==> src/rtl/prefetch_req_gen.sv <==
// prefetch_req_gen
// Writer side of the prefetch instruction FIFO. Issues word-aligned sequential
// fetch requests, writes in-order responses into the FIFO tagged with their PC,
// and uses a credit counter so the FIFO can never overflow. A jump flushes the
// FIFO, drops responses still in flight and restarts fetching at the target.
//
// Optional feature: define PREFETCH_ERR_HALT_EN to stop fetching after an
// errored entry is written; the next jump resumes fetching.
//
// Ports:
//   clk_i, resetb_i              clock, asynchronous active-low reset
//   clk_en_i                     global clock enable (state holds when low)
//   jump_i, jump_addr_i          redirect pulse and target ([1:0] ignored)
//   ireqvalid_o/ireqready_i      fetch request handshake
//   ireqaddr_o                   fetch address (word aligned)
//   irspvalid_i/irsprerr_i/irspdata_i  in-order fetch response
//   fifo_flush_o, fifo_wr_o      FIFO flush and write strobes
//   fifo_din_o                   FIFO entry {err, pc[31:0], instr[31:0]}
//   fifo_rd_i                    consumer pop, returns one credit
module prefetch_req_gen #(
  parameter int unsigned C_FIFO_DEPTH_X = 2,
  parameter logic [31:0] C_RESET_VECTOR = 32'h0000_0000
) (
  input  logic        clk_i,
  input  logic        resetb_i,
  input  logic        clk_en_i,
  input  logic        jump_i,
  input  logic [31:0] jump_addr_i,
  output logic        ireqvalid_o,
  input  logic        ireqready_i,
  output logic [31:0] ireqaddr_o,
  input  logic        irspvalid_i,
  input  logic        irsprerr_i,
  input  logic [31:0] irspdata_i,
  output logic        fifo_flush_o,
  output logic        fifo_wr_o,
  output logic [64:0] fifo_din_o,
  input  logic        fifo_rd_i
);

  localparam int unsigned CNT_W = C_FIFO_DEPTH_X + 1;
  localparam int unsigned DEPTH = 2 ** C_FIFO_DEPTH_X;
  localparam logic [CNT_W-1:0] DEPTH_C = CNT_W'(DEPTH);

  logic [CNT_W-1:0] credit_q, credit_d;
  logic [CNT_W-1:0] outst_q, outst_d;
  logic [CNT_W-1:0] discard_q, discard_d;
  logic [31:0]      addr_q, addr_d;
  logic [31:0]      rsp_pc_q, rsp_pc_d;

  logic        run;
  logic        rsp_take;
  logic        rsp_drop;
  logic        rsp_keep;
  logic        req_fire;
  logic [31:0] jump_tgt;
  logic        unused_addr_bits;

  // Low address bits of the jump target are don't-care.
  assign unused_addr_bits = ^jump_addr_i[1:0];
  assign jump_tgt         = {jump_addr_i[31:2], 2'b00};

  // A response is only meaningful while something is outstanding.
  assign rsp_take = irspvalid_i & (outst_q != '0);
  assign rsp_drop = rsp_take & (discard_q != '0);
  assign rsp_keep = rsp_take & ~rsp_drop;

  // Request is suppressed during reset so nothing is issued before release.
  assign ireqvalid_o  = resetb_i & ~jump_i & (credit_q < DEPTH_C) & run;
  assign ireqaddr_o   = addr_q;
  assign req_fire     = ireqvalid_o & ireqready_i;

  assign fifo_flush_o = resetb_i & jump_i;
  assign fifo_wr_o    = rsp_keep & ~jump_i;
  assign fifo_din_o   = {irsprerr_i, rsp_pc_q, irspdata_i};

`ifdef PREFETCH_ERR_HALT_EN
  logic run_q, run_d;

  // Halt after an errored entry lands in the FIFO; a jump resumes fetching.
  always_comb begin
    run_d = run_q;
    if (clk_en_i) begin
      if (jump_i) begin
        run_d = 1'b1;
      end else if (fifo_wr_o & irsprerr_i) begin
        run_d = 1'b0;
      end
    end
  end

  always_ff @(posedge clk_i or negedge resetb_i) begin
    if (!resetb_i) begin
      run_q <= 1'b1;
    end else begin
      run_q <= run_d;
    end
  end

  assign run = run_q;
`else
  assign run = 1'b1;
`endif

  // Counter and address next-state logic.
  always_comb begin
    credit_d  = credit_q;
    outst_d   = outst_q;
    discard_d = discard_q;
    addr_d    = addr_q;
    rsp_pc_d  = rsp_pc_q;
    if (clk_en_i) begin
      if (jump_i) begin
        // Everything still in flight (minus a response consumed now) is stale;
        // the FIFO is flushed so only those requests keep their credits.
        outst_d   = outst_q - CNT_W'(rsp_take);
        credit_d  = outst_q - CNT_W'(rsp_take);
        discard_d = outst_q - CNT_W'(rsp_take);
        addr_d    = jump_tgt;
        rsp_pc_d  = jump_tgt;
      end else begin
        if (req_fire) begin
          addr_d = addr_q + 32'd4;
        end
        if (rsp_keep) begin
          rsp_pc_d = rsp_pc_q + 32'd4;
        end
        outst_d   = outst_q + CNT_W'(req_fire) - CNT_W'(rsp_take);
        credit_d  = credit_q + CNT_W'(req_fire) - CNT_W'(fifo_rd_i)
                    - CNT_W'(rsp_drop);
        discard_d = discard_q - CNT_W'(rsp_drop);
      end
    end
  end

  // State registers.
  always_ff @(posedge clk_i or negedge resetb_i) begin
    if (!resetb_i) begin
      credit_q  <= '0;
      outst_q   <= '0;
      discard_q <= '0;
      addr_q    <= C_RESET_VECTOR;
      rsp_pc_q  <= C_RESET_VECTOR;
    end else begin
      credit_q  <= credit_d;
      outst_q   <= outst_d;
      discard_q <= discard_d;
      addr_q    <= addr_d;
      rsp_pc_q  <= rsp_pc_d;
    end
  end

endmodule

==> config.mk <==
export PLATFORM = sky130hd
export DESIGN_NAME = prefetch_req_gen
export DESIGN_NICKNAME = d
export VERILOG_FILES = /design/src/rtl/prefetch_req_gen.sv
export SDC_FILE = /design/constraint.sdc
export NUM_CORES = 1
export LEC_CHECK = 0
export BUFFER_PORTS_ARGS = -buffer_cell sky130_fd_sc_hd__buf_4
export CAP_MARGIN = 20
export CORE_UTILIZATION = 55
export DETAILED_ROUTE_END_ITERATION = 10
export GPL_TIMING_DRIVEN = 0
export PLACE_DENSITY = 0.95
export RECOVER_POWER = 50
export SLEW_MARGIN = 20
export SYNTH_ARGS = -nofsm -noshare
export SYNTH_HDL_FRONTEND = slang
export SYNTH_SLANG_ARGS = --single-unit
==> constraint.sdc <==
create_clock -name clk_i -period 6.55 [get_ports clk_i]
set_clock_uncertainty 0.15 [all_clocks]
set_input_delay 1.965 -clock clk_i [delete_from_list [all_inputs] [get_ports clk_i]]
set_output_delay 1.965 -clock clk_i [all_outputs]
set_load 0.1 [all_outputs]
Word-level counts from Yosys, hierarchy flattened --
Cells that the tools add are included.
Word-level totals: register bits after elaboration 73, input port bits 72, output and inout port bits 100, word-level logic and storage cells 38
Operators by class: add/sub/neg operators 9, magnitude comparators 1, mux-type cells 7, bitwise logic cells 10, reduce and logical (&&, ||, !) cells 6
Operator list (count):
- 2-to-1 mux 32 bit | 4
- adder 32 x 3 -> 32 bit, second input constant | 2
- subtractor 3 x 1 -> 3 bit | 5
- 2-to-1 mux 3 bit | 3
- bitwise AND 1 bit | 8
- adder 3 x 1 -> 3 bit | 2
- nonzero test 3 bit | 2
- AND reduction 2 bit | 2
- nonzero test 2 bit | 2
- < comparator 3 bit, second input constant | 1
- NOT 1 bit | 2

Logic depth before layout (Yosys ltp) --
word-level depth 8, gate-level depth with buffers 11, gate-level depth less buffers 11

Worst setup path before layout --
No wires, ideal clock.
kind input to output, from input port jump_i, to output port ireqvalid_o, arrival 4593 ps, data required time 4435 ps, setup slack -158 ps, stages 3, cells stage by stage clkbuf_1 > clkbuf_1 > nor3b_1
On the way: cells in the longest elaborated chain, start to end 3
Ends and longest elaborated chain:
- start, declared | line 27 | input logic jump_i,
- NOT 1 bit | line 69 | assign ireqvalid_o = resetb_i & ~jump_i & (credit_q < DEPTH_C) & run;
- bitwise AND 1 bit (2 in a row) | line 69
- end, declared | line 29 | output logic ireqvalid_o,
No other way between the ends.

Final worst setup path --
from input port jump_i, to output port fifo_flush_o
On the way: cells in the longest elaborated chain, start to end 1
Ends and longest elaborated chain:
- bitwise AND 1 bit | line 73 | assign fifo_flush_o = resetb_i & jump_i;
- end, declared | line 35 | output logic fifo_flush_o,
No other way between the ends.

==> flow_metrics.py <==
metrics = {
    "drt": {
        "drt_pass1_iterations": 7,
        "route.vias.total": 5545,
        "wl_um": 16600,
        "final_antenna_net_count": 0,
        "drt-wirelength-per-cell_um": 19.8,
        "via_per_inst": 6.62,
        "drcViolationCount": 0,
        "drtIter0Drc": 871,
    },
    "sta": {
        "finalSetupTns_ns": 0,
        "rsz0062_at_grt": "false",
        "period_needed_ns": 6.03,
        "post-route-period-util_pct": 92.0,
        "worst_slew_pin_slew_ns": 1.22,
        "hold_violations": 0,
        "slew_violations": 0,
        "fmax_ghz": 0.166,
        "whs_ns": 0.388,
        "maxSlewHeadroom_pct": 19.1,
        "finalSetupViolCount": 0,
    },
    "logic_synthesis": {
        "ys_seq_area_share_pct": 35.1,
        "ys_seq_elements": 69,
        "yosys-top-cells-area": "dfrtp_1 35%, mux2i_1 6.3%, buf_4 5.9%, nand2_1 4.7%, o22ai_1 4.2%",
        "synthArstFlopShare_pct": 100,
        "yosys_warnings": 0,
        "synth_largest_area_cell": "dfrtp_1",
        "synth_cell_types": 54,
        "synth_cells": 579,
        "synthFlopType": "dfrtp_1",
        "synth_edf_count": 0,
        "yosys.area.top_type_share_pct": 35.1,
        "syn_area_per_cell_sq_um": 8.50,
        "netlist_area_sq_um": 4920,
    },
    "power_and_ir_drop": {
        "p_total_mw": 2.12,
        "p_leak_nw": 2.79,
        "p_per_area_nw_per_um2": 347,
        "vdd_drop_max_v": 0.000304,
    },
    "final_layout": {
        "layout_common_cells": "127 x buf_4, 69 x clkbuf_1, 69 x dfrtp_1",
        "final_common_cell": "buf_4",
        "drive_gt1_share_pct": 22.2,
        "layout.nets": 810,
        "n_antenna_cell": 0,
        "utilization_pct": 70.2,
        "syn_to_final_growth_pct": 23.8,
        "fin_cells": 838,
    },
    "run": {
        "cap_violations": 0,
    },
    "floorplanning": {
        "start_util_pct": 56.7,
        "placementRows": 34,
        "num_io_pins": 172,
        "core-area_sq_um": 8680,
        "die_w_um": 96.6,
        "die-area_sq_um": 9330,
        "die_h_um": 96.6,
    },
    "setup_path": {
        "rrSetupSlack_ns": 3.26,
        "r2r_start": "outst_q[1]$_DFFE_PN0P_",
        "arrival_ns": 3.91,
        "cp-start-kind": "primary input",
        "endpoint_kind": "output port",
        "worstPathMaxFanout": 10,
        "crit_path_start": "jump_i",
        "path_class": "in -> out",
        "required_ns": 4.43,
    },
    "grt": {
        "grt_max_degree": 74,
        "antenna_found_initial": 0,
        "grt-ovfl-total": 0,
        "grt_use_total_pct": 34.9,
        "grt_pass1_vias": 5300,
        "grt_pass1_wl_um": 26200,
    },
    "clock_tree": {
        "cts_tree": "built",
        "numCtsBuffers": 9,
        "htreeDepth": 3,
        "cts.sinks": 69,
        "post_cts_buffers": 0,
        "ctsLongestPathBuffers": 2,
        "root_buffer": "clkbuf_8",
        "clk_latency_ns": 0.36,
        "ctsResizeCount": 0,
        "cts.reportedPaths.clkPinSlew_ns": 0.08,
        "hold_buffers": 0,
    },
    "placed_design": {
        "place.gp.congestion": 0.935,
        "dp_cells": 822,
        "place_hpwl_um": 11900,
        "port_buffers": 132,
    },
    "hold_path": {
        "hold_class": "reg -> reg",
        "min-delay-start": "outst_q[2]$_DFFE_PN0P_",
    },
    "run_status": {
        "outcome": "complete, no violations",
    },
}
-- power breakdown --
group	total (mW)	internal, mW	switching, mW
Sequential	0.646	0.512	0.135
Combinational	1.06	0.237	0.824
Clock	0.409	0.226	0.184
Total	2.12	0.974	1.14
-- logic make-up after synthesis --
group	count (synthesis)	synth area share, %
compound gates	131	17.0
mux	33	6.76
simple gates	238	26.9
flops	69	35.1
fa+ha+maj	13	3.61
buf+inv	90	9.96
xor+xnor	4	0.712
other cells	1	0.0762
-- per-stage QoR --
| stage | setup slack [ns] | cell area [sq um] |
|---|---|---|
| 2_1_floorplan | 0.821 | 4940 |
| 3_3_place_gp | 0.904 | 6070 |
| 3_5_place_dp | 0.874 | 6070 |
| 4_1_cts | 0.826 | 6300 |
| 5_1_grt | 0.492 | 6090 |
| 6_report | 0.521 | 6090 |
-- area by class of cell --
class                           instances  area [sq um]
Tap cell                              108           135
Clock inverter                          5          83.8
Multi-Input combinational cell        423          2690
Fill cell                             712          2580
Clock buffer                           11           141
Timing Repair Buffer                  132           830
Buffer                                 72           419
Sequential cell                        69          1730
Inverter                               18          67.6
-- worst max-delay path, cell delays in order --
cell	delay, ns
clkbuf_1	0.35
clkbuf_1	0.51
clkbuf_1	0.58
and2_1	0.22
buf_4	0.29
-- Yosys cell counts, types with 2 or more instances --
master,n
dfrtp_1,69
nand2_1,62
nand3_1,41
buf_4,39
a21oi_1,37
nor2_1,36
o22ai_1,33
mux2i_1,31
nand4_1,28
clkbuf_1,24
o21ai_0,21
inv_1,18
and4_1,16
ha_1,11
nor3_1,10
nor2b_1,9
a22oi_1,7
a31oi_1,7
and3_1,7
and2_1,6
o211ai_1,6
a211oi_1,4
buf_1,4
buf_2,4
o221a_2,4
nor3_4,3
nor4_1,3
or4_1,3
xor2_1,3
a221o_1,2
a41oi_1,2
fa_1,2
mux2_1,2
nor3b_1,2
nor4_2,2
o21a_1,2
or3_1,2
-- path summary, 6_finish.rpt --
kind | cells after the start | endpoint
setup reg to reg | 11 | credit_q[2]$_DFFE_PN0P_
setup / recovery | 5 | fifo_flush_o
min in group asynchronous | 1 | rsp_pc_q[2]$_DFFE_PN0P_
hold reg to reg | 1 | outst_q[2]$_DFFE_PN0P_
max in group asynchronous | 1 | rsp_pc_q[27]$_DFFE_PN0P_
hold / removal | 1 | outst_q[2]$_DFFE_PN0P_
-- sequential cells by signal, summed over array words and instances, names as in the netlist --
signal and count:
ireqaddr_o 30, outst_q 3, discard_q 3, rsp_pc_q 30, credit_q 3
-- metal layers --
metal  routed length [um]  track usage, %  part of all wire [%]  vias to the layer above
met5                    0               0                     0                        -
met4                  856            19.2                   5.2                        0
met3                 2120            4.99                    13                      107
met2                 7720            56.5                    47                      491
met1                 5860            45.1                    35                     2548
li1                     -               -                     -                     2399
Note: power is estimated with default switching activity, not from simulation.
